## src/rtl/ppfifo_axi_stream_arbiter.sv

```systemverilog
`default_nettype none
// ============================================================================
// Module      : ppfifo_axi_stream_arbiter
// Description : Round-robin arbiter streaming whole ping-pong FIFO blocks
//               from two read ports onto one AXI Stream master.
// Revision    : 1.0  initial release
// ============================================================================
module ppfifo_axi_stream_arbiter #(
    parameter int DATA_WIDTH = 32
) (
    input  logic                  i_axi_clk,
    input  logic                  rst,
    input  logic [1:0]            i_enable,

    input  logic                  i_p0_rdy,
    output logic                  o_p0_act,
    input  logic [23:0]           i_p0_size,
    input  logic [DATA_WIDTH-1:0] i_p0_data,
    output logic                  o_p0_stb,

    input  logic                  i_p1_rdy,
    output logic                  o_p1_act,
    input  logic [23:0]           i_p1_size,
    input  logic [DATA_WIDTH-1:0] i_p1_data,
    output logic                  o_p1_stb,

    output logic                  o_axi_valid,
    input  logic                  i_axi_ready,
    output logic [DATA_WIDTH-1:0] o_axi_data,
    output logic                  o_axi_last,
    output logic                  o_axi_user,
    output logic                  o_axi_id,
    output logic                  o_busy
);

    localparam logic [1:0] c_st_idle    = 2'd0;
    localparam logic [1:0] c_st_grant   = 2'd1;
    localparam logic [1:0] c_st_stream  = 2'd2;
    localparam logic [1:0] c_st_release = 2'd3;

    logic [1:0]  r_state;
    logic        r_grant;
    logic        r_last_grant;
    logic [23:0] r_size;
    logic [23:0] r_count;
    logic [1:0]  r_act;

    logic [1:0]  w_cand;
    logic        w_sel;
    logic        w_streaming;
    logic        w_last;
    logic        w_hs;

    always_comb begin
        w_cand[0]   = i_p0_rdy & i_enable[0] & ~r_act[0];
        w_cand[1]   = i_p1_rdy & i_enable[1] & ~r_act[1];
        // On contention the port that did not win last time goes next
        w_sel       = w_cand[0] ? (w_cand[1] & ~r_last_grant) : 1'b1;
        w_streaming = (r_state == c_st_stream) & ~rst;
        w_last      = (r_count == (r_size - 24'd1));
        w_hs        = w_streaming & i_axi_ready;
    end

    assign o_p0_act    = r_act[0];
    assign o_p1_act    = r_act[1];
    assign o_p0_stb    = w_hs & ~r_grant;
    assign o_p1_stb    = w_hs & r_grant;
    assign o_axi_valid = w_streaming;
    assign o_axi_data  = r_grant ? i_p1_data : i_p0_data;
    assign o_axi_last  = w_streaming & w_last;
    assign o_axi_user  = w_streaming & (r_count == 24'd0);
    assign o_axi_id    = w_streaming & r_grant;
    assign o_busy      = (r_state != c_st_idle) & ~rst;

    always_ff @(posedge i_axi_clk) begin
        if (rst) begin
            r_state      <= c_st_idle;
            r_grant      <= 1'b0;
            r_last_grant <= 1'b1;
            r_size       <= 24'd0;
            r_count      <= 24'd0;
            r_act        <= 2'b00;
        end else begin
            case (r_state)
                c_st_idle: begin
                    if (|w_cand) begin
                        r_grant  <= w_sel;
                        r_size   <= w_sel ? i_p1_size : i_p0_size;
                        r_count  <= 24'd0;
                        r_act    <= w_sel ? 2'b10 : 2'b01;
                        r_state  <= c_st_grant;
                    end
                end
                c_st_grant: begin
                    // Zero-length blocks are activated and released without a beat
                    if (r_size == 24'd0) begin
                        r_act   <= 2'b00;
                        r_state <= c_st_release;
                    end else begin
                        r_state <= c_st_stream;
                    end
                end
                c_st_stream: begin
                    if (w_hs) begin
                        r_count <= r_count + 24'd1;
                        if (w_last) begin
                            r_act   <= 2'b00;
                            r_state <= c_st_release;
                        end
                    end
                end
                default: begin
                    r_last_grant <= r_grant;
                    r_state      <= c_st_idle;
                end
            endcase
        end
    end

endmodule
`default_nettype wire

```

## config.mk

```make
export PLATFORM = sky130hd
export DESIGN_NAME = ppfifo_axi_stream_arbiter
export DESIGN_NICKNAME = d
export VERILOG_FILES = /design/src/rtl/ppfifo_axi_stream_arbiter.sv
export SDC_FILE = /design/constraint.sdc
export NUM_CORES = 1
export LEC_CHECK = 0
export ABC_CLOCK_PERIOD_IN_PS = 4100
export BUFFER_PORTS_ARGS = -buffer_cell sky130_fd_sc_hd__buf_2
export CORE_MARGIN = 2
export CORE_UTILIZATION = 50
export DETAILED_ROUTE_END_ITERATION = 6
export GPL_ROUTABILITY_DRIVEN = 0
export PLACE_DENSITY = 0.87
export RECOVER_POWER = 50
export SLEW_MARGIN = 15
export SYNTH_ARGS = -nofsm -noshare
export SYNTH_HDL_FRONTEND = slang
export SYNTH_SLANG_ARGS = --single-unit
```

## constraint.sdc

```tcl
create_clock -name i_axi_clk -period 4.1 [get_ports i_axi_clk]
set_clock_uncertainty 0.2 [all_clocks]
set_input_delay 0.615 -clock i_axi_clk [delete_from_list [all_inputs] [get_ports i_axi_clk]]
set_output_delay 0.615 -clock i_axi_clk [all_outputs]
set_load 0.1 [all_outputs]
```

==> flow_summary_export.csv <==
group,metric,value,unit
timing,min_period_over_period,0.973,
synthesis,synth_common_cells,"nor2_1, dfxtp_1, mux2_2",
power_and_ir_drop,p_leak,2.05,nW
timing,tightest_slew,1910,ps
routing,drt-vias-per-instance,5.93,
routing,postRouteAntennaNets,0,
routing,vias,4332,
worst_setup_path,reg2regPathDepth,9,
worst_setup_path,worst_setup_path_start_kind,"flop",
timing,final-setup-viol-count,0,
floorplanning,dieArea,8910,um2
final_layout,drive_above_1_share,0.349,
worst_setup_path,endpoint_kind,"output port",
synthesis,syn_area,4080,um2
floorplanning,initial_core_util,0.523,
final_layout,postLayoutCellArea,5030,um2
synthesis,synth_top_area_cell,"dfxtp_1",
power_and_ir_drop,sw_frac_of_total,0.546,
synthesis,ys_ff_latch,54,
timing,hold_viol,0,
final_layout,utilization,0.645,
worst_setup_path,cp-endpoint,"o_axi_last",
grt,grt_pass1_wl,18.5,mm
clock_tree,clock_sinks,54,
synthesis,ys_types,56,
synthesis,syn_nets,615,
synthesis,ys.flop_type,"dfxtp_1",
routing,wl_per_cell,16.3,um
power_and_ir_drop,intPower,1.48,mW
synthesis,syn_area_per_cell,8.39,um2
timing,max_freq,251,MHz
power_and_ir_drop,power_frac_comb,0.648,
timing,report.final.slew_viol_count,127,
worst_setup_path,worstSetupStartpoint,"r_size[0]",
worst_setup_path,r2r-end,"r_state[1]",
floorplanning,ios,160,
grt,track_usage,0.260,
clock_tree,cts_buffer_depth,2,
routing,wl,11.9,mm
floorplanning,dieHeight,94.4,um
placed_design,place_area,4920,um2
floorplanning,num_rows,32,
routing,route.detailed.drc,1,
placed_design,dp_worst_setup_slack,315,ps
clock_tree,cts_tree,"yes",
worst_setup_path,worstSetupPathType,"reg2out",
placed_design,io_buffers,159,
worst_setup_path,crit_fanout,9,
synthesis,yosys_warnings,0,
worst_hold_path,hp-class,"reg2reg",
synthesis,syn_inst,487,
power_and_ir_drop,power_switching,1.77,mW
floorplanning,die_width,94.4,um
timing,hold_slack,296,ps
clock_tree,clk_latency,310,ps
synthesis,ys_async_sr_fraction,0,
worst_setup_path,rr_startpoint,"r_size[0]",
status,violations,"DRC, capacitance limit, slew limit",
grt,antenna_found_initial,0,
final_layout,final_nets,755,
synthesis,seq_area_frac_synth,0.265,
grt,overflow,0,
clock_tree,root_buffer,"clkbuf_8",
grt,grt_pass1_vias,3964,
worst_setup_path,reg2reg_slack,680,ps
floorplanning,fp.coreArea,7810,um2
job,maxCapViolations,3,
final_layout,num_antenna_cells,0,
power_and_ir_drop,seqPwrFrac,0.243,
timing,timing.final.ws_setup,110,ps
worst_setup_path,arrival,3170,ps
routing,drtIter0Drc,450,
final_layout,syn_to_final_growth,23.3,%
clock_tree,cts_max_level,2,
timing,min_period,3990,ps
synthesis,synth_most_common_cell,"nor2_1",
synthesis,synth_top_area_share,0.265,
status,status,"finished with violations",
routing,firstDrtPassIters,7,
clock_tree,post_cts_buffers,0,
power_and_ir_drop,power_density,646,nW/um2
power_and_ir_drop,peakVddDrop,0.000369,V
synthesis,synthTopCellsByArea,"dfxtp_1, mux2_2, mux2i_1",
timing,relSlewSlack,-0.276,
worst_setup_path,crit_required,3280,ps
clock_tree,cts_buffers,5,
placed_design,dp_hpwl,9.33,mm
synthesis,synth-edff-count,0,
grt,grt_max_degree,51,
clock_tree,ctsHoldBuffers,0,
clock_tree,path_clk_slew,90,ps
power_and_ir_drop,pwr-share-clk,0.109,
[worst min path at each step]
stage | from | endpoint | slack, ps | cells past startpoint
2_1_floorplan | r_last_grant | r_last_grant | 240 | 2
3_3_place_gp | r_last_grant | r_last_grant | 270 | 2
3_5_place_dp | r_act[0] | r_act[0] | 290 | 1
4_1_cts | r_act[0] | r_act[0] | 300 | 1
5_1_grt | r_act[1] | r_act[1] | 320 | 1
6_report | r_act[0] | r_act[0] | 300 | 1
[cell usage in the layout, fill, tap and decap left out, types with 9 or more instances in the layout]
cell	netlist	layout
a211oi_1	29	29
buf_2	2	139
clkbuf_2	0	16
dfxtp_1	54	52
inv_1	13	13
mux2_2	32	32
mux2i_1	26	26
nand2_1	23	23
nand3_1	22	22
nand4_1	9	9
nor2_1	68	67
nor3_1	12	12
nor4_1	17	15
xnor2_1	26	26
xor2_1	23	23
[power groups by stage]
stage	clock, mW	sequential [mW]	combinational [mW]
4_1_cts	0.360	0.781	2.06
2_1_floorplan	0	0.748	1.72
3_5_place_dp	0	0.794	2.05
5_1_grt	0.381	0.809	2.25
6_report	0.356	0.790	2.11
3_3_place_gp	0	0.783	2.00
[registers in the layout (all words and copies together), names as in the netlist]
| signal | cells |
|---|---|
| r_state | 2 |
| r_last_grant | 1 |
| r_count | 24 |
| r_grant | 1 |
| r_size | 24 |
| r_act | 2 |
[layout make-up]
cell class,count,area [um2]
inverter,13,48.8
fill,659,2770
clock buffer,6,72.6
timing repair buffer,167,860
tap,102,128
multi-input combinational,386,2800
clock inverter,2,37.5
sequential,54,1080
[routing by layer]
layer | track usage | vias to the layer above | part of all wire
met1 | 0.344 | 2009 | 0.42
met5 | 0 | - | 0
met2 | 0.438 | 222 | 0.47
met3 | 0.0423 | 36 | 0.083
li1 | - | 2065 | -
met4 | 0.0785 | 0 | 0.024
[logic make-up (layout without fill, tap and decap cells)]
group	count (synthesis)	after routing	synth area share
AOI/OAI and AO/OA	75	75	0.136
xor gates and xnor gates	49	49	0.105
adders and majority gates	9	9	0.0276
buffers and inverters	47	188	0.0579
DFF	54	54	0.265
muxes	58	58	0.152
and+or+nand+nor	195	195	0.257
[stage by stage]
step / TNS (ps) / total power, mW / cells
floorplan: -199 / 2.47 / 487
global placement: 0 / 2.79 / 722
detailed placement: 0 / 2.84 / 722
CTS: 0 / 3.20 / 730
global route: -43.3 / 3.44 / 730
finish: 0 / 3.25 / 730
[worst max-delay path, cell delays in order, from the launching register on]
cell and delay (ps):
dfxtp_2 410, inv_1 80, ha_2 240, nand2b_1 170, o211a_1 140, o31ai_1 310, or3b_1 390, or4_4 560
nor4_4 360, buf_12 220
[timing repair]
item | CTS | global route
setup endpoints to repair | 1 | 1
pin swaps | 0 | 0
resized for setup | 1 | 5
No activity file was read; power rests on OpenSTA's default activity.
